==> config.mk <==
export PLATFORM = sky130hd
export DESIGN_NAME = cla
export DESIGN_NICKNAME = d
export VERILOG_FILES = /design/src/rtl/cla.sv
export SDC_FILE = /design/constraint.sdc
export NUM_CORES = 1
export LEC_CHECK = 0
export BUFFER_PORTS_ARGS = -buffer_cell sky130_fd_sc_hd__buf_2
export CAP_MARGIN = 20
export CELL_PAD_IN_SITES_DETAIL_PLACEMENT = 0
export CELL_PAD_IN_SITES_GLOBAL_PLACEMENT = 1
export CORE_AREA = 2 2 46 48
export CTS_BUF_LIST = sky130_fd_sc_hd__clkbuf_16
export CTS_CLUSTER_SIZE = 24
export DETAILED_ROUTE_END_ITERATION = 8
export DIE_AREA = 0 0 48 50
export PLACE_DENSITY = 0.79
export SYNTH_ARGS = -nofsm -noshare
export SYNTH_HDL_FRONTEND = slang
export SYNTH_SLANG_ARGS = --single-unit
==> constraint.sdc <==
create_clock -name clk -period 0.8 [get_ports clk]
set_clock_uncertainty 0.05 [all_clocks]
set_input_delay 0.08 -clock clk [delete_from_list [all_inputs] [get_ports clk]]
set_output_delay 0.08 -clock clk [all_outputs]
set_load 0.01 [all_outputs]
==> src/rtl/cla.sv <==
// 8-bit registered carry-lookahead adder: two flat 4-bit lookahead groups
// joined by a second-level lookahead, result captured in one register stage.
module cla (
   input  logic       clk,
   input  logic       rst_n,
   input  logic [7:0] a,
   input  logic [7:0] b,
   input  logic       cin,
   output logic [7:0] s,
   output logic       cout
);

   localparam int DATA_W = 8;
   localparam int GRP_W  = 4;

   // Returns {P, G, c3, c2, c1} for one group; every carry is a flat sum of products.
   function automatic logic [4:0] grp_lookahead(input logic [GRP_W-1:0] g,
                                                input logic [GRP_W-1:0] p,
                                                input logic             ci);
      logic c1, c2, c3, gg, pp;
      c1 = g[0] | (p[0] & ci);
      c2 = g[1] | (p[1] & g[0]) | (p[1] & p[0] & ci);
      c3 = g[2] | (p[2] & g[1]) | (p[2] & p[1] & g[0]) | (p[2] & p[1] & p[0] & ci);
      gg = g[3] | (p[3] & g[2]) | (p[3] & p[2] & g[1]) | (p[3] & p[2] & p[1] & g[0]);
      pp = &p;
      return {pp, gg, c3, c2, c1};
   endfunction

   logic [DATA_W-1:0] g, p, c;
   logic [4:0]        la0, la1;
   logic              grp0_g, grp0_p, grp1_g, grp1_p;
   logic              c4;
   logic [DATA_W-1:0] s_d, s_q;
   logic              cout_d, cout_q;

   always_comb begin
      g = a & b;
      p = a ^ b;

      la0    = grp_lookahead(g[3:0], p[3:0], cin);
      grp0_p = la0[4];
      grp0_g = la0[3];

      // Second-level lookahead: group-1 carry-in and carry-out taken straight from cin.
      c4     = grp0_g | (grp0_p & cin);
      la1    = grp_lookahead(g[7:4], p[7:4], c4);
      grp1_p = la1[4];
      grp1_g = la1[3];
      cout_d = grp1_g | (grp1_p & grp0_g) | (grp1_p & grp0_p & cin);

      c   = {la1[2:0], c4, la0[2:0], cin};
      s_d = p ^ c;
   end

   always_ff @(posedge clk or negedge rst_n) begin
      if (!rst_n) begin
         s_q    <= '0;
         cout_q <= 1'b0;
      end else begin
         s_q    <= s_d;
         cout_q <= cout_d;
      end
   end

   assign s    = s_q;
   assign cout = cout_q;

endmodule

## Word-level counts from Yosys, hierarchy flattened

Cells that the tools add are included.

| operators by class | value |
|---|---|
| bitwise logic cells | 56 |
| reductions and logical operators | 2 |

Operators by type and width:

| kind | number |
|---|---|
| $and 1x1->1 | 32 |
| $or 1x1->1 | 21 |
| $xor 8x8->8 | 2 |
| $and 8x8->8 | 1 |
| $reduce_and 4->1 | 2 |

| storage, ports and cells | value |
|---|---|
| flip-flop bits (word level) | 9 |
| input bits | 19 |
| word-level logic and storage cells | 60 |

## Longest topological paths before layout

Gate-level depths: netlist of run 1.

| depth | value |
|---|---|
| depth in word-level cells | 9 |
| depth in mapped cells | 5 |

## Worst setup path after synthesis of run 1

OpenSTA, ideal clock, no wires.

| path | value |
|---|---|
| kind | input -> register |
| start point | in a[0] |
| end point | reg s_q[5], in the netlist s[5] |
| arrival | 1.235 ns |
| required time | 0.626 ns |
| path slack | -0.609 ns |
| stages | 5 |
| path buffers | 0 |
| cell sequence | ha_1 -> a21oi_2 -> o2111ai_2 -> fa_1 -> xor2_1 |

| on the way | value |
|---|---|
| word-level cells in the longest chain between the ends | 7 |

Ends and longest elaborated chain:

| element | line | RTL |
|---|---|---|
| start: declaration | 6 | `input logic [7:0] a,` |
| $xor 8x8->8 or $and 8x8->8 (tied branches) | 38, 37 |  |
| $reduce_and 4->1 or $and 1x1->1 (tied branches) | 25, 24 |  |
| $and 1x1->1 or $or 1x1->1 (tied branches) | 45, 24 |  |
| $or 1x1->1 (*) | 45 | `c4 = grp0_g \| (grp0_p & cin);` |
| $and 1x1->1 (*) | 21 | `c1 = g[0] \| (p[0] & ci);` |
| $or 1x1->1 (*) | 21 |  |
| $xor 8x8->8 (*) | 52 | `s_d = p ^ c;` |
| via s_d[5] | 33 | `logic [DATA_W-1:0] s_d, s_q;` |
| end signal: assignment | 57 | `s_q <= '0;` |
| end signal: assignment | 60 | `s_q <= s_d;` |
| end: declaration | 33 |  |

Mark *: on every way through the listed nets, which the timed path passes. The rest lies on a longest branch.

## Worst setup path after layout of run 1

| path | value |
|---|---|
| start point | in b[0] |
| end point | reg s_q[5], in the netlist s[5] |

| on the way | value |
|---|---|
| word-level cells in the longest chain between the ends | 7 |

Ends and longest elaborated chain:

| element | line | RTL |
|---|---|---|
| start: declaration | 7 | `input logic [7:0] b,` |
| $xor 8x8->8 or $and 8x8->8 (tied branches) | 38, 37 |  |
| $reduce_and 4->1 or $and 1x1->1 (tied branches) | 25, 24 |  |
| $and 1x1->1 or $or 1x1->1 (tied branches) | 45, 24 |  |
| $or 1x1->1 (*) | 45 |  |
| $and 1x1->1 (*) | 21 |  |
| $or 1x1->1 (*) | 21 |  |
| $xor 8x8->8 (*) | 52 |  |
| via s_d[5] | 33 |  |

Marked as above.

==> results of run 1 <==
-- cells by family after synthesis --
family                     after synthesis  share of synthesized area
buffers and inverters                    9                     0.0611
DFF                                      9                      0.407
adders and majority gates               10                      0.253
xor gates and xnor gates                 6                     0.0950
and+or+nand+nor                          7                     0.0520
AOI/OAI and AO/OA                        9                      0.131
-- final timing paths --
check	to	startpoint	depth (start not counted)
setup / recovery	s[5]$_DFF_PN0_	b[0]	6
hold / removal	s[7]$_DFF_PN0_	b[7]	3
max in group asynchronous	s[2]$_DFF_PN0_	rst_n	2
min in group asynchronous	s[5]$_DFF_PN0_	rst_n	2
-- power by group --
group	internal [mW]	switching (mW)
clock network	0.651	0.198
registers	0.548	0.0310
logic	0.372	0.281
-- flip-flops by register name, indices dropped and copies added, names as in the netlist --
register  flops
s             8
cout          1
-- timing repair --
| item | CTS | global route |
|---|---|---|
| setup buffers | 1 | 0 |
| pin swaps | 12 | 3 |
| resized for setup | 18 | 6 |
| endpoints found under the setup margin | 16 | 17 |
| hold endpoints to repair | 9 | 0 |
| hold buffers | 1 | 0 |
-- worst max-delay path, stage by stage --
cell       delay, ns
buf_8           0.10
ha_4            0.23
a21oi_4         0.16
o2111ai_4       0.15
fa_2            0.36
xor2_1          0.14
-- placed cells by master (no fill, tap or decap), drive strengths merged --
cell type	count
a21oi	2
a31oi	1
buf	34
clkbuf	4
dfrtp	9
dlygate4sd3	1
fa	2
ha	8
inv	10
nand2	4
nand3	2
nor2	1
o2111ai	1
o21ai	2
o21bai	2
o31ai	1
xnor2	4
xor2	2
-- cell type report --
class,instances,area (um2),share of cell area
clock buffer,3,75.1,0.0703
clock inverter,1,3.75,0.00351
inverter,9,41.3,0.0386
multi-input combinational,32,399,0.374
sequential,9,225,0.211
tap,27,33.8,0.0316
timing repair buffer,36,290,0.272
-- per-stage QoR --
step	hold slack [ns]	setup slack [ns]	utilization
after floorplan	-0.266	-0.515	-
after CTS	0.134	-0.363	0.545
after global placement	-0.119	-0.692	0.453
final	0.132	-0.351	0.562
after global routing	0.154	-0.401	0.562
after detailed placement	-0.112	-0.725	0.453
-- per-layer routing --
layer  vias up  GRT usage  part of all wire
li1        246          -                 -
met1       208      0.136              0.45
met2        24      0.151              0.46
met3         4     0.0330             0.075
met4         0     0.0676             0.019
met5         -          0                 0
==> impl_metrics.ini, run 1 <==
[detailed_routing]
drtIter0Drc = 1
ant_nets = 0
drc = 0
drt_wl_total_um = 1090
dr.pass1.iters = 2
avgViaCountPerCell = 4.12
wl_per_cell_um = 9.35
vias = 482

[finish]
layout.nets = 120
fin_area_um2 = 1070
drive_gt1_frac = 0.578
num-fill-cells = 169
diodes = 0
final_cells = 117
area_growth_pct = 93.2

[die]
start_util = 0.291
ioPinCount = 28
dieArea_um2 = 2400
die_w_um = 48
rows = 16
core_area_um2 = 1900
die_h_um = 50

[sta]
final_max_slew_viol_count = 0
min_period_ns = 1.15
finalSetupTns_ns = -2.09
post-route-period-util = 1.44
setup_slack_ns = -0.351
rsz0062_at_grt = yes
worstMarginPinSlew_ns = 0.209
maxSlewHeadroom = 0.861
fmax_mhz = 868
setup_viol = 16
hold_viol = 0

[cts]
htreeDepth = 1
cts_made_buffers = 3
root_buffer = clkbuf_16
cts_num_sinks = 9
clockBufferDepth = 2
tritoncts = built
clk_pin_slew_worst_paths_ns = 0.04

[worst_setup_path]
startpoint_type = primary input
crit_type = primary input to flop
worstPathArrival_ns = 1.22
cp_max_fo = 2
crit_path_end_kind = flop
cp_data_required_time_ns = 0.87

[placement]
gp_congestion = 0.674
dpl-instance-area_um2 = 861
io_buffers = 27
post-dp-hpwl_um = 933
dp.cells = 111

[yosys]
yosysSeqAreaShare = 0.407
syn_area_um2 = 553
synthArstFlopShare = 1.00
synth_top_area_share = 0.407
yosys_warnings = 0
synth_area_leaders = dfrtp_1 (41%), ha_1 (18%), fa_1 (7.2%)
synth_ff_type = dfrtp_1
syn_inst = 50
synth_nets = 79
ys_seq_elements = 9
synth.top_cells.by_count = dfrtp_1 (9), inv_1 (9), ha_1 (8)
yosysTopAreaCell = dfrtp_1
synth_cell_types = 16
synth-edff-count = 0
avgSynthCellArea_um2 = 11.1

[power]
power_mw = 2.08
peakVddDrop_mv = 0.882
powerDensity_nw_per_um2 = 1950
leakage_nw = 0.499

[hold_path]
hp-class = primary input to flop

[global_routing]
grt_overflow_total = 0
track_usage = 0.107
grt_max_degree = 10
grt_pass1_wl_um = 1810
antenna_found_initial = 0
grt_pass1_vias = 462

[outcome]
violations = negative setup slack
outcome = finished, violations left

[flow_run]
cap_violations = 0
No activity file was read; power rests on OpenSTA's default activity.
==> run 2, diff against run 1 <==
- CORE_AREA: 2 2 46 48 -> 2 2 44 46
- CTS_BUF_LIST: sky130_fd_sc_hd__clkbuf_16 -> sky130_fd_sc_hd__clkbuf_4 sky130_fd_sc_hd__clkbuf_8
- DIE_AREA: 0 0 48 50 -> 0 0 46 48
- PLACE_DENSITY: 0.79 -> 0.85
==> impl_metrics.ini, run 2 (synthesized netlist as in run 1, its figures left out) <==
[outcome]
outcome = finished, violations left
violations = negative setup slack

[hold_path]
min_to = cout$_DFF_PN0_
holdPathStages = 3
hp-class = primary input to flop
worstHoldStart = b[7]

[worst_setup_path]
path_depth = 6
worstPathArrival_ns = 1.23
critical-path-max-stage-delay_ns = 0.36
cp_max_fo = 2
crit_type = primary input to flop
path_buf_inv = 1
cp_data_required_time_ns = 0.89
worstPathCellList = buf_8, ha_4, a21oi_4, o2111ai_4, fa_2, xor2_1
slowest_stage = fa_2
critPathTopFamily = adder cells
crit_path_end_kind = flop
startpoint_type = primary input

[die]
die_w_um = 46
core_area_um2 = 1690
rows = 15
dieArea_um2 = 2210
start_util = 0.327
ioPinCount = 28
die_h_um = 48

[sta]
post-route-period-util = 1.43
setup_viol = 16
setup_slack_ns = -0.346
maxSlewHeadroom = 0.849
rsz0062_at_grt = yes
fmax_mhz = 872
min_period_ns = 1.15
hold_viol = 0
final_max_slew_viol_count = 0
worstMarginPinSlew_ns = 0.225

[cts]
tritoncts = built
cts_made_buffers = 3
root_buffer = clkbuf_4
clockBufferDepth = 2
cts_num_sinks = 9
clk_pin_slew_worst_paths_ns = 0.06
htreeDepth = 1

[power]
powerDensity_nw_per_um2 = 1580
leakage_nw = 0.485
peakVddDrop_mv = 0.823
power_mw = 1.60

[placement]
gp_congestion = 0.760
post-dp-hpwl_um = 928
place_ws_ns = -0.728
io_buffers = 27

[global_routing]
grt_overflow_total = 0
grt_max_degree = 10
track_usage = 0.117
antenna_found_initial = 0
grt_pass1_wl_um = 1770
grt_pass1_vias = 419

[finish]
layout_commonest_cell = buf_2
finish.utilization = 0.601
layout.nets = 123
diodes = 0
drive_gt1_frac = 0.613
final_cell_mix = buf_2 (20), dfrtp_1 (9), buf_4 (9), inv_1 (8), buf_6 (8)
area_growth_pct = 83.5
largest_reg_flops = 8

[detailed_routing]
wl_per_cell_um = 10.1
vias = 482
drt_wl_total_um = 1110
dr.pass1.iters = 1
ant_nets = 0
drc = 0
avgViaCountPerCell = 4.38
drtIter0Drc = 0

[flow_run]
cap_violations = 0
-- run 2: worst max-delay path by stage --
stage	startpoint	to
2_1_floorplan	b[2]	s[4]$_DFF_PN0_
4_1_cts	b[0]	s[5]$_DFF_PN0_
6_report	b[0]	s[5]$_DFF_PN0_
3_5_place_dp	a[0]	s[5]$_DFF_PN0_
5_1_grt	b[0]	s[7]$_DFF_PN0_
3_3_place_gp	a[0]	s[5]$_DFF_PN0_
-- run 2: tightest hold or removal path: cells and delay by family --
| family | cells | cell delay (ns) |
|---|---|---|
| adders and majority gates | 1 | 0.12 |
| AOI/OAI and AO/OA | 1 | 0.09 |
| buffers and inverters | 1 | 0.08 |
-- run 2: final cells by class --
class	count	area, um2
well taps	17	21.3
flip-flops and latches	9	225
fillers	147	674
multi-input cells	32	414
repair buffers	39	283
clock buffers	4	30.0
inverters	9	41.3
-- run 2: repair_timing --
action,4_1_cts,5_1_grt
setup endpoints to repair,16,16
pin swaps,12,6
hold endpoints to repair,9,0
resized for setup,17,3
setup buffers,4,1
hold buffers,1,0
-- run 2: per-layer routing --
| metal | GRT usage | wire length (um) | vias to the layer above |
|---|---|---|---|
| li1 | - | - | 251 |
| met1 | 0.143 | 429 | 205 |
| met2 | 0.194 | 560 | 24 |
| met3 | 0.0415 | 107 | 2 |
| met4 | 0.0343 | 14 | 0 |
| met5 | 0 | 0 | - |
-- run 2: where the power goes --
group / switching [mW] / internal (mW) / total, mW
clock: 0.143 / 0.225 / 0.368
sequential: 0.0214 / 0.545 / 0.566
combinational: 0.300 / 0.365 / 0.664
-- run 2: per-stage QoR --
stage / TNS [ns] / std cells / instance area (um2) / hold WS, ns
2_1_floorplan: -2.36 / 50 / 639 / -0.266
4_1_cts: -2.73 / 110 / 1000 / 0.0885
5_1_grt: -3.39 / 110 / 1010 / 0.0869
3_3_place_gp: -4.05 / 101 / 848 / -0.119
6_report: -2.67 / 110 / 1010 / 0.0935
3_5_place_dp: -4.27 / 101 / 848 / -0.120
==> run 3, diff against run 2 <==
- GPL_TIMING_DRIVEN: unset -> 0
==> impl_metrics.ini, run 3 (synthesized netlist as in run 1, its figures left out) <==
[detailed_routing]
wl_per_cell_um = 10.5
dr.pass1.iters = 3
drc = 0
ant_nets = 0
vias = 475
avgViaCountPerCell = 4.57
drtIter0Drc = 5
drt_wl_total_um = 1090

[cts]
tritoncts = built
cts_made_buffers = 3
clk_pin_slew_worst_paths_ns = 0.06
htreeDepth = 1
clockBufferDepth = 2
cts_num_sinks = 9
root_buffer = clkbuf_4

[worst_setup_path]
path_depth = 7
worstPathCellList = buf_8, ha_4, a21oi_4, o2111ai_4, buf_6, o31ai_4, xnor2_1
critPathTopFamily = compound AO/OA/AOI/OAI gates
worstPathArrival_ns = 1.21
slowest_stage = ha_4
startpoint_type = primary input
critPathLaunch = b[0]
crit_type = primary input to flop
cp_max_fo = 2
path_buf_inv = 2
crit_path_end = s[7]$_DFF_PN0_
crit_path_end_kind = flop
critical-path-max-stage-delay_ns = 0.23
cp_data_required_time_ns = 0.88

[finish]
finish.utilization = 0.579
diodes = 0
layout.nets = 117
final_cell_mix = buf_2 (19), dfrtp_1 (9), buf_6 (9), inv_1 (7), ha_4 (5)
drive_gt1_frac = 0.586
layout_commonest_cell = buf_2
largest_reg_flops = 8
area_growth_pct = 76.9

[power]
leakage_nw = 0.456
peakVddDrop_mv = 0.657
powerDensity_nw_per_um2 = 1580

[sta]
rsz0062_at_grt = yes
setup_viol = 16
hold_viol = 0
setup_slack_ns = -0.336
fmax_mhz = 880
post-route-period-util = 1.42
worstMarginPinSlew_ns = 0.254
min_period_ns = 1.14
maxSlewHeadroom = 0.830
finalSetupTns_ns = -2.35
final_max_slew_viol_count = 0

[global_routing]
grt_pass1_vias = 415
grt_max_degree = 10
grt_overflow_total = 0
track_usage = 0.105
antenna_found_initial = 0
grt_pass1_wl_um = 1670

[outcome]
outcome = finished, violations left
violations = negative setup slack

[die]
die_h_um = 48
dieArea_um2 = 2210
start_util = 0.327
ioPinCount = 28
rows = 15
die_w_um = 46
core_area_um2 = 1690

[flow_run]
cap_violations = 0

[placement]
gp_congestion = 0.667
io_buffers = 27
post-dp-hpwl_um = 895

[hold_path]
worstHoldStart = b[6]
hp-class = primary input to flop
## run 3: cell types whose count changed in the layout (fill, tap and decap cells not counted)
cell	previous run	this run
o21ai_2	1	0
buf_6	8	9
ha_1	4	3
ha_4	4	5
o21ai_0	0	1
buf_2	20	19
inv_2	0	1
a31oi_1	0	1
buf_4	9	3
a31oi_2	1	0
inv_1	8	7
## run 3: stage by stage
step	worst slack, ns	total power [mW]	hold WS [ns]	instances	instance area (um2)
after CTS	-0.336	1.54	0.0988	103	952
final	-0.336	1.55	0.106	104	978
after global routing	-0.378	1.67	0.114	104	978
after detailed placement	-0.709	1.08	-0.118	94	796
after floorplan	-0.515	0.872	-0.266	50	639
after global placement	-0.688	1.06	-0.119	94	796
## run 3: worst min-delay path by stage
stage,endpoint,slack [ns],cells past startpoint
final,s[6]$_DFF_PN0_,0.11,3
after floorplan,cout$_DFF_PN0_,-0.27,0
after detailed placement,cout$_DFF_PN0_,-0.12,1
after global routing,s[5]$_DFF_PN0_,0.11,3
after CTS,s[6]$_DFF_PN0_,0.1,3
after global placement,s[7]$_DFF_PN0_,-0.12,1
## run 3: cell type report
cell class	count	area, um2
clock buffer	4	30.0
fill	146	711
inverter	9	41.3
multi-input combinational	32	417
sequential	9	225
tap	17	21.3
timing repair buffer	33	244
## run 3: worst min-delay path: cells and delay by family
kind	cells	cell delay [ns]
xor gates and xnor gates	1	0.07
buffers and inverters	1	0.08
adders and majority gates	1	0.14
## run 3: where the power goes
group | internal, mW | switching, mW
Clock | 0.225 | 0.140
Combinational | 0.329 | 0.290
Sequential | 0.545 | 0.0191
## run 3: layer usage
layer  routed length [um]  up-vias  share of wire  global-route usage
met2                  532       24           0.49               0.164
met5                    0        -              0                   0
met3                   89        0          0.082              0.0151
met1                  468      213           0.43               0.142
met4                    0        0              0              0.0514
li1                     -      238              -                   -
## run 3: repair_timing
| action | 4_1_cts | 5_1_grt |
|---|---|---|
| endpoints found under the setup margin | 16 | 16 |
| pin swaps | 13 | 4 |
| hold buffers | 1 | 0 |
| endpoints found under the hold margin | 9 | 0 |
| buffers inserted | 4 | 1 |
| gates resized for setup | 16 | 4 |
